**src/rtl/mux4_arbiter_pkg.sv**
```systemverilog
// Shared types and sizes for the four-requester mux arbiter.
package mux_arb_pkg;
    localparam int N_REQ = 4;
    localparam int SEL_W = 2;

    typedef enum logic {IDLE, LOCKED} arb_state_t;
    typedef logic [SEL_W-1:0] sel_t;

    function automatic sel_t next_sel(sel_t s);
        return s + sel_t'(1);
    endfunction
endpackage

```
**src/rtl/mux4_arbiter_if.sv**
```systemverilog
// Requester/consumer handshake bundle for mux4_arbiter.
interface mux_arb_if #(parameter int WIDTH = 32);
    import mux_arb_pkg::*;

    logic [N_REQ-1:0] req_valid;
    logic [WIDTH-1:0] req_data [N_REQ-1:0];
    logic [N_REQ-1:0] req_last;
    logic [N_REQ-1:0] req_ready;
    logic             out_valid;
    logic [WIDTH-1:0] out_data;
    sel_t             out_src;
    logic             out_last;
    logic             out_ready;
    logic             busy;

    modport master (
        input  req_valid, req_data, req_last, out_ready,
        output req_ready, out_valid, out_data, out_src,
        output out_last, busy
    );

    modport slave (
        output req_valid, req_data, req_last, out_ready,
        input  req_ready, out_valid, out_data, out_src,
        input  out_last, busy
    );
endinterface

```
**src/rtl/mux4_32.sv**
```systemverilog
// Plain 32-bit 4:1 mux, select s picks d0..d3.
module mux4_32 (
    input  logic [31:0] d0,
    input  logic [31:0] d1,
    input  logic [31:0] d2,
    input  logic [31:0] d3,
    input  logic [1:0]  s,
    output logic [31:0] y
);
    always_comb begin
        y = d0;
        unique case (s)
            2'd0: y = d0;
            2'd1: y = d1;
            2'd2: y = d2;
            2'd3: y = d3;
        endcase
    end
endmodule

```
**src/rtl/mux4_arbiter_rr_pick4.sv**
```systemverilog
// Rotating-priority pick: first set req bit at ptr, ptr+1, ... mod 4.
module rr_pick4
    import mux_arb_pkg::*;
(
    input  logic [N_REQ-1:0] req,
    input  sel_t             ptr,
    output sel_t             gnt_idx,
    output logic             any
);
    always_comb begin
        gnt_idx = ptr;
        any     = |req;
        // Walk from farthest to nearest so the nearest hit wins.
        for (int k = N_REQ - 1; k >= 0; k--) begin
            if (req[ptr + sel_t'(k)]) gnt_idx = ptr + sel_t'(k);
        end
    end
endmodule

```
**src/rtl/mux4_arbiter.sv**
```systemverilog
// Round-robin arbiter over mux4_32 with packet lock and a
// registered valid/ready output stage.
module mux4_arbiter
    import mux_arb_pkg::*;
#(
    parameter int WIDTH = 32
) (
    input  logic     clk,
    input  logic     rst,
    mux_arb_if.master bus
);
    arb_state_t       state, state_n;
    sel_t             ptr, ptr_n;
    sel_t             owner, owner_n;
    sel_t             pick_idx, win;
    logic             any, load_en, accept, win_last;
    logic [N_REQ-1:0] ready;
    logic [31:0]      mux_y;

    logic             ov_q;
    logic [WIDTH-1:0] od_q;
    sel_t             os_q;
    logic             ol_q;

    rr_pick4 u_pick (
        .req     (bus.req_valid),
        .ptr     (ptr),
        .gnt_idx (pick_idx),
        .any     (any)
    );

    mux4_32 u_mux (
        .d0 (bus.req_data[0]),
        .d1 (bus.req_data[1]),
        .d2 (bus.req_data[2]),
        .d3 (bus.req_data[3]),
        .s  (win),
        .y  (mux_y)
    );

    always_comb begin
        state_n  = state;
        ptr_n    = ptr;
        owner_n  = owner;
        ready    = '0;
        load_en  = !ov_q || bus.out_ready;
        win      = (state == LOCKED) ? owner : pick_idx;
        if (rst && load_en) begin
            unique case (state)
                IDLE:   if (any) ready[pick_idx] = 1'b1;
                LOCKED: ready[owner] = 1'b1;
            endcase
        end
        accept   = |(bus.req_valid & ready);
        win_last = bus.req_last[win];
        if (accept) begin
            if (win_last) begin
                state_n = IDLE;
                ptr_n   = next_sel(win);
            end else begin
                state_n = LOCKED;
                owner_n = win;
            end
        end
    end

    always_ff @(posedge clk) begin
        if (!rst) begin
            state <= IDLE;
            ptr   <= '0;
            owner <= '0;
            ov_q  <= 1'b0;
            od_q  <= '0;
            os_q  <= '0;
            ol_q  <= 1'b0;
        end else begin
            state <= state_n;
            ptr   <= ptr_n;
            owner <= owner_n;
            if (accept) begin
                ov_q <= 1'b1;
                od_q <= mux_y;
                os_q <= win;
                ol_q <= win_last;
            end else if (bus.out_ready) begin
                ov_q <= 1'b0;
            end
        end
    end

    assign bus.req_ready = ready;
    assign bus.out_valid = ov_q;
    assign bus.out_data  = od_q;
    assign bus.out_src   = os_q;
    assign bus.out_last  = ol_q;
    assign bus.busy      = (state == LOCKED);
endmodule

```
**src/flat_wrapper.sv**
```systemverilog
// flat-port wrapper written by rule: the top's interface ports become plain ports
module mux4_arbiter_flat import mux_arb_pkg::*;
#(
    parameter int WIDTH = 32
)
  (clk, rst, bus_req_valid, bus_req_data, bus_req_last, bus_out_ready, bus_req_ready, bus_out_valid, bus_out_data, bus_out_src, bus_out_last, bus_busy);
  mux_arb_if #(.WIDTH(WIDTH)) bus_i ();
  input  logic clk;
  input  logic rst;
  input wire logic [$bits(bus_i.req_valid)-1:0] bus_req_valid;
  input wire logic [$bits(bus_i.req_data)-1:0] bus_req_data;
  input wire logic [$bits(bus_i.req_last)-1:0] bus_req_last;
  input wire logic [$bits(bus_i.out_ready)-1:0] bus_out_ready;
  output wire logic [$bits(bus_i.req_ready)-1:0] bus_req_ready;
  output wire logic [$bits(bus_i.out_valid)-1:0] bus_out_valid;
  output wire logic [$bits(bus_i.out_data)-1:0] bus_out_data;
  output wire logic [$bits(bus_i.out_src)-1:0] bus_out_src;
  output wire logic [$bits(bus_i.out_last)-1:0] bus_out_last;
  output wire logic [$bits(bus_i.busy)-1:0] bus_busy;
  assign bus_i.req_valid = bus_req_valid;
  assign bus_i.req_data = {>>{bus_req_data}};
  assign bus_i.req_last = bus_req_last;
  assign bus_i.out_ready = bus_out_ready;
  assign bus_req_ready = bus_i.req_ready;
  assign bus_out_valid = bus_i.out_valid;
  assign bus_out_data = bus_i.out_data;
  assign bus_out_src = bus_i.out_src;
  assign bus_out_last = bus_i.out_last;
  assign bus_busy = bus_i.busy;
  mux4_arbiter #(.WIDTH(WIDTH)) u_core (.clk(clk), .rst(rst), .bus(bus_i));
endmodule
```
**config.mk**
```make
export PLATFORM = sky130hd
export DESIGN_NAME = mux4_arbiter_flat
export DESIGN_NICKNAME = d
export VERILOG_FILES = /design/src/rtl/mux4_arbiter_pkg.sv /design/src/rtl/mux4_arbiter_if.sv /design/src/rtl/mux4_32.sv /design/src/rtl/mux4_arbiter_rr_pick4.sv /design/src/rtl/mux4_arbiter.sv /design/src/flat_wrapper.sv
export SDC_FILE = /design/constraint.sdc
export NUM_CORES = 1
export LEC_CHECK = 0
export ABC_AREA = 1
export CAP_MARGIN = 10
export CORE_AREA = 2 2 118 74
export DETAILED_ROUTE_END_ITERATION = 6
export DIE_AREA = 0 0 120 76
export GPL_TIMING_DRIVEN = 0
export PLACE_DENSITY_LB_ADDON = 0.25
export SLEW_MARGIN = 15
export SYNTH_ARGS = -nofsm -noshare
export SYNTH_HDL_FRONTEND = slang
export SYNTH_SLANG_ARGS = --single-unit
```
**constraint.sdc**
```tcl
create_clock -name clk -period 3.3 [get_ports clk]
set_input_delay 0.99 -clock clk [delete_from_list [all_inputs] [get_ports clk]]
set_output_delay 0.99 -clock clk [all_outputs]
set_load 0.01 [all_outputs]
```
==> Yosys cells after proc, flatten, opt, wreduce, memory -nomap -nowiden <==
Index checks and enable logic that the tools add are counted.
{ "classes": {"eq_ne": 3, "addsub": 4, "n_bitwise": 3, "mux": 26, "n_reduce_logical": 11, "n_lt_le_gt_ge": 9} }
{ "ops": {"columns": ["op", "count"], "rows": [
  ["$pmux 32 s4", 1],
  ["$lt 2x3->1 const B", 7],
  ["$bmux 1 s2", 5],
  ["$mux 1", 10],
  ["$mux 2", 5],
  ["$mux 4", 2],
  ["$pmux 4 s2", 1],
  ["$reduce_or 4->1", 2],
  ["$add 2x1->2 const B", 2],
  ["$add 2x2->2 const B", 2],
  ["$and 4x4->4", 1],
  ["$demux 1 s2", 2],
  ["$eq 2x2->1 const B", 2],
  ["$ge 2x1->1 const B", 2],
  ["$reduce_and 2->1", 2],
  ["$logic_and 1x1->1", 3],
  ["$eq 2x1->1 const B", 1],
  ["$logic_not 2->1", 1],
  ["$not 1->1", 2],
  ["$reduce_bool 2->1", 1],
  ["$logic_not 1->1", 1],
  ["$logic_or 1x1->1", 1]
]} }
{ "word_totals": {"output_inout_bits": 41, "in_bits": 139, "register_bits": 41, "wordCells": 63} }

==> Logic depth before layout (Yosys ltp) <==
{ "logic_depth": {"depth_word": 17, "depth_mapped": 20, "depth_no_buf": 19} }

==> Cells and area by module <==
From an unflattened synthesis, not the netlist that was laid out.
{ "hier_totals": {"cells_unflattened": 472, "area_unflattened_um2": 3074.2} }
{ "by_module_without_submodules": {"columns": ["mod", "seq_area_each_um2", "cells_per_inst", "n_inst", "area_per_inst_um2"], "rows": [
  ["mux4_arbiter", 820.8, 236, 1, 1778.0],
  ["mux4_32", 0.0, 186, 1, 1078.5],
  ["rr_pick4", 0.0, 50, 1, 217.7]
]} }

==> Worst setup path before layout <==
OpenSTA, ideal clock, no wires.
{ "synth_timing": {"path_kind": "input port to flip-flop", "startpoint": "in bus_req_valid[3]", "endpoint": "reg u_core.od_q[13], in the netlist u_core.bus.out_data[13]", "arrival_ps": 2902, "setup_slack_ps": 329, "n_path_buf": 2, "stages": 19, "setup_ps": 69, "t_required_ps": 3231, "cell_sequence": "inv_1 nand2_1 nand3_1 nand2_1 inv_1 nand2_1 nand2_1 nand2_1 nand2_1 nand2_1 nand2_1 nand2_1 ha_1 clkbuf_1 buf_1 a21oi_1 a32oi_1 nand2_1 a21oi_2"} }
{ "synth_via": {"elab_chain_len": 15, "elab_cells_between_ends": 29, "cone_classes": "order compare (2); eq/ne (3); mux (19); bitwise (1); reduce/logical (4)"} }
{ "synth_lines": {"columns": ["element", "line", "text"], "rows": [
  ["start: declaration", "flat_wrapper.sv:10", "input wire logic [$bits(bus_i.req_valid)-1:0] bus_req_valid;"],
  ["$bmux 1 s2", "mux4_arbiter_rr_pick4.sv:15", "if (req[ptr + sel_t'(k)]) gnt_idx = ptr + sel_t'(k);"],
  ["$mux 1 (not written as such)", "mux4_arbiter_rr_pick4.sv:15", null],
  ["$mux 2 (4 in a row)", "mux4_arbiter_rr_pick4.sv:15", null],
  ["$lt 2x3->1 (not written as such) or $ge 2x1->1 (tied branches)", "mux4_arbiter.sv:50", "IDLE: if (any) ready[pick_idx] = 1'b1;"],
  ["$logic_and 1x1->1 (not written as such)", "mux4_arbiter.sv:50", null],
  ["$mux 1 (not written as such)", "mux4_arbiter.sv:50", null],
  ["$demux 1 s2", null, null],
  ["$mux 4", "mux4_arbiter.sv:50", null],
  ["$pmux 4 s2", "mux4_arbiter.sv:49", "unique case (state)"],
  ["$mux 4", "mux4_arbiter.sv:48", "if (rst && load_en) begin"],
  ["$and 4x4->4", "mux4_arbiter.sv:54", "accept = |(bus.req_valid & ready);"],
  ["$reduce_or 4->1", "mux4_arbiter.sv:54", null],
  ["end signal: assignment", "mux4_arbiter.sv:82", "od_q <= mux_y;"],
  ["end: declaration", "mux4_arbiter.sv:21", "logic [WIDTH-1:0] od_q;"]
]} }
Parallel ways exist; a longest one is shown, timed or not. The select of a mux whose other input is x is not followed.
A chain may end at the register's enable or synchronous reset.

==> Worst setup path after layout <==
{ "layout_timing": {"startpoint": "in bus_req_valid[3]", "endpoint": "out bus_req_ready[1]"} }
{ "layout_via": {"elab_chain_len": 13, "elab_cells_between_ends": 21, "cone_classes": "order compare (2); mux (17); reduce/logical (2)"} }
{ "layout_lines": {"columns": ["element", "line", "text"], "rows": [
  ["$bmux 1 s2", "mux4_arbiter_rr_pick4.sv:15", null],
  ["$mux 1 (not written as such)", "mux4_arbiter_rr_pick4.sv:15", null],
  ["$mux 2 (4 in a row)", "mux4_arbiter_rr_pick4.sv:15", null],
  ["$lt 2x3->1 (not written as such) or $ge 2x1->1 (tied branches)", "mux4_arbiter.sv:50", null],
  ["$logic_and 1x1->1 (not written as such)", "mux4_arbiter.sv:50", null],
  ["$mux 1 (not written as such)", "mux4_arbiter.sv:50", null],
  ["$demux 1 s2", null, null],
  ["$mux 4 (*)", "mux4_arbiter.sv:50", null],
  ["$pmux 4 s2 (*)", "mux4_arbiter.sv:49", null],
  ["$mux 4 (*)", "mux4_arbiter.sv:48", null],
  ["end: declaration", "flat_wrapper.sv:14", "output wire logic [$bits(bus_i.req_ready)-1:0] bus_req_ready;"]
]} }
Every way passes the cells marked *; elsewhere a longest branch is shown, timed or not. The select of a mux whose other input is x is not followed.

==> qor.csv <==
metric;value;unit
status;complete, no violations;
syn_area;2970;um^2
fp.dieW;120;um
holdPathEnd;u_core.bus.out_data[11];
start_kind;input pin;
synth-edff-count;0;
fin_worst_skew;0.00685;ns
grt_overflow;0;
rr_worst_depth;20;
synthCells;462;
critPathBufInv;5;
nFillCells;743;
reg2reg_slack;0.32;ns
wl_per_cell;15.5;um
synthFlopType;dfxtp_1;
rr_endpoint;u_core.bus.out_data[6];
grt_first_pass_wirelength;18.7;mm
insertion_delay;0.29;ns
grt_pass1_vias;3934;
worstMarginPinSlew;0.560;ns
cp.arrival;2.28;ns
drc_errors;0;
leakage;0.00221;uW
core-area;8170;um^2
crit_family;simple AND/OR/NAND/NOR gates;
hold_path_class;flip-flop to flip-flop;
place_congestion;0.939;
area_growth;78.5;%
ant_nets;0;
first_pass_iters;5;
antenna_cells;0;
p_per_area;905;nW/um^2
cts.clk_slew.worst_paths;0.07;ns
relSlewSlack;0.627;
vdd_drop_max;0.000424;V
clock_sinks;41;
antenna_found_initial;0;
pin_count;180;
drt_iter0_drc;260;
finalSetupTns;0;ns
rows;26;
rsz0062_at_grt;true;
fin_nets;799;
slowest_delay;0.18;ns
grt_max_degree;16;
maxCapViolations;0;
path_class;input pin to output pin;
cts_hold_buf;0;
finalSetupViolations;0;
syn_avg_cell_area;6.42;um^2
crit_slowest_cell;o21ai_4;
required;2.31;ns
die_area;9120;um^2
total_power;4790;uW
worstSetupEndpointType;output pin;
timing.final.crit_period;3.27;ns
die_y;76;um
crit_fanout;4;
num_vias;3880;
hold_viol;0;
yosys_warnings;0;
synth.distinct_cells;34;
start_util;0.363;
htreeDepth;2;
crit_top_cell;nand2_2;
ys_seq_area_frac;0.277;
clockBufferDepth;2;
vias_per_cell;5.05;
crit_chain;buf_6 -> inv_1 -> nand2_2 -> nand3_2 -> nand2_2 -> inv_2 -> nand2_2 -> nand2_2 -> nand2_2 -> nand2_4 -> nand3_4 -> o21ai_4 -> inv_1 -> nor2_1 -> buf_2;
clock-root-buffer;clkbuf_16;
grt.total_usage;0.252;
synthArstFlopShare;0;
drv_slew;0;
worstHoldStart;u_core.bus.out_data[11];
max_freq;0.306;GHz
hold_depth;2;
layout-drive-gt1-share;0.177;
hpwl;9.15;mm
cts_tree;done;
syn_nets;605;
finalCritPeriodShare;0.991;
ys_ff_latch;41;
portBuffers;179;
rr_startpoint;u_core.ptr[0];
numCtsBuffers;5;
finalWirelength;11.9;mm
==> logic make-up after synthesis <==
group                      count (synthesis)  synth area share
buffers and inverters                     81             0.119
adders and majority gates                  4            0.0169
DFF                                       41             0.277
and+or+nand+nor                          227             0.345
AOI/OAI and AO/OA                        109             0.243
==> worst max path at each step <==
| stage | to | cells past startpoint | startpoint | slack, ns |
|---|---|---|---|---|
| after floorplan | u_core.bus.out_data[13] | 19 | bus_req_valid[3] | 0.33 |
| after global placement | u_core.bus.out_data[11] | 20 | bus_req_valid[3] | -0.99 |
| after detailed placement | u_core.bus.out_data[11] | 20 | bus_req_valid[3] | -1.00 |
| after CTS | bus_req_ready[0] | 16 | bus_req_valid[3] | 0.03 |
| after global routing | bus_req_ready[1] | 15 | bus_req_valid[3] | -0.09 |
| final | bus_req_ready[1] | 15 | bus_req_valid[3] | 0.03 |
==> synth_stat cells (9+ instances only) <==
cell type	count	area, um^2
nand2_4	9	101
clkbuf_1	15	56.3
dfxtp_1	41	821
nand3_1	14	70.1
inv_1	50	188
nor2_1	55	206
a21oi_2	9	78.8
o21ai_1	14	70.1
nand2_1	131	492
a32oi_1	32	280
a21oi_1	42	210
==> repair_timing <==
| item | in CTS | in global routing |
|---|---|---|
| setup endpoints to repair | 36 | 36 |
| pin swaps | 5 | 19 |
| buffers inserted | 3 | 6 |
| resized for setup | 57 | 54 |
==> state kept, by name (all words and copies together) (netlist names) <==
name / flops
u_core.bus.out_data: 32
u_core.bus.out_src: 2
u_core.ptr: 2
u_core.bus.out_last: 1
u_core.bus.out_valid: 1
u_core.owner: 2
u_core.bus.busy: 1
==> area by class of cell <==
class,instances,area (um^2),area share
Sequential cell,41,821,0.155
Tap cell,112,140,0.0265
Clock inverter,3,25.0,0.00472
Buffer,25,164,0.0309
Inverter,55,211,0.0399
Multi-Input combinational cell,340,1950,0.368
Timing Repair Buffer,188,1860,0.352
Clock buffer,5,125,0.0236
==> worst reg2reg max path: stages (launching register included) <==
cell,delay (ns)
dfxtp_1,0.30
buf_4,0.18
inv_4,0.15
nand2_1,0.07
nand2_1,0.12
nand2_2,0.09
buf_4,0.13
buf_4,0.12
nand2_1,0.06
nand2_1,0.07
nand2_2,0.11
nand2_4,0.07
buf_4,0.15
o21ai_4,0.11
inv_1,0.14
ha_2,0.23
clkbuf_2,0.22
a21oi_1,0.19
a32oi_1,0.10
o21ai_0,0.20
nor2_1,0.06
==> where the power goes <==
group	internal, uW	switching (uW)
logic	1470	2040
clock network	285	222
registers	657	112
total	2410	2380
==> cells in the final DEF (no fill, tap or decap), types with 3 or more instances in the layout <==
master / instances
nand3_1: 8
clkbuf_4: 3
clkbuf_16: 5
a21oi_2: 9
a21oi_1: 42
buf_2: 9
clkdlybuf4s50_1: 170
a32oi_1: 32
o21ai_1: 14
clkbuf_2: 6
inv_2: 6
buf_4: 11
nand2_4: 15
o21ai_0: 8
dfxtp_1: 41
buf_6: 5
inv_1: 46
nand3b_1: 3
clkbuf_1: 4
nand2_1: 110
nor2_1: 54
nand3_2: 5
nand2_2: 23
==> stage by stage <==
stage	hold WS [ns]	area, um^2	utilization	worst slack, ns	std cells
global placement	0.454	4900	0.600	-0.990	753
detailed placement	0.460	4900	0.600	-1.00	753
global route	0.504	5300	0.649	-0.0894	769
CTS	0.470	5090	0.624	0.0344	763
floorplan	0.477	2970	-	0.329	462
finish	0.469	5300	0.649	0.0302	769
==> routing by layer <==
metal  vias up  part of all wire  wire length [um]  track usage
met3        20             0.069               826       0.0629
met4         0             0.017               199       0.0682
li1       1908                 -                 -            -
met5         -                 0                 0            0
met1      1784              0.46              5470        0.338
met2       168              0.45              5400        0.403
(Power assumes the default switching activity.)
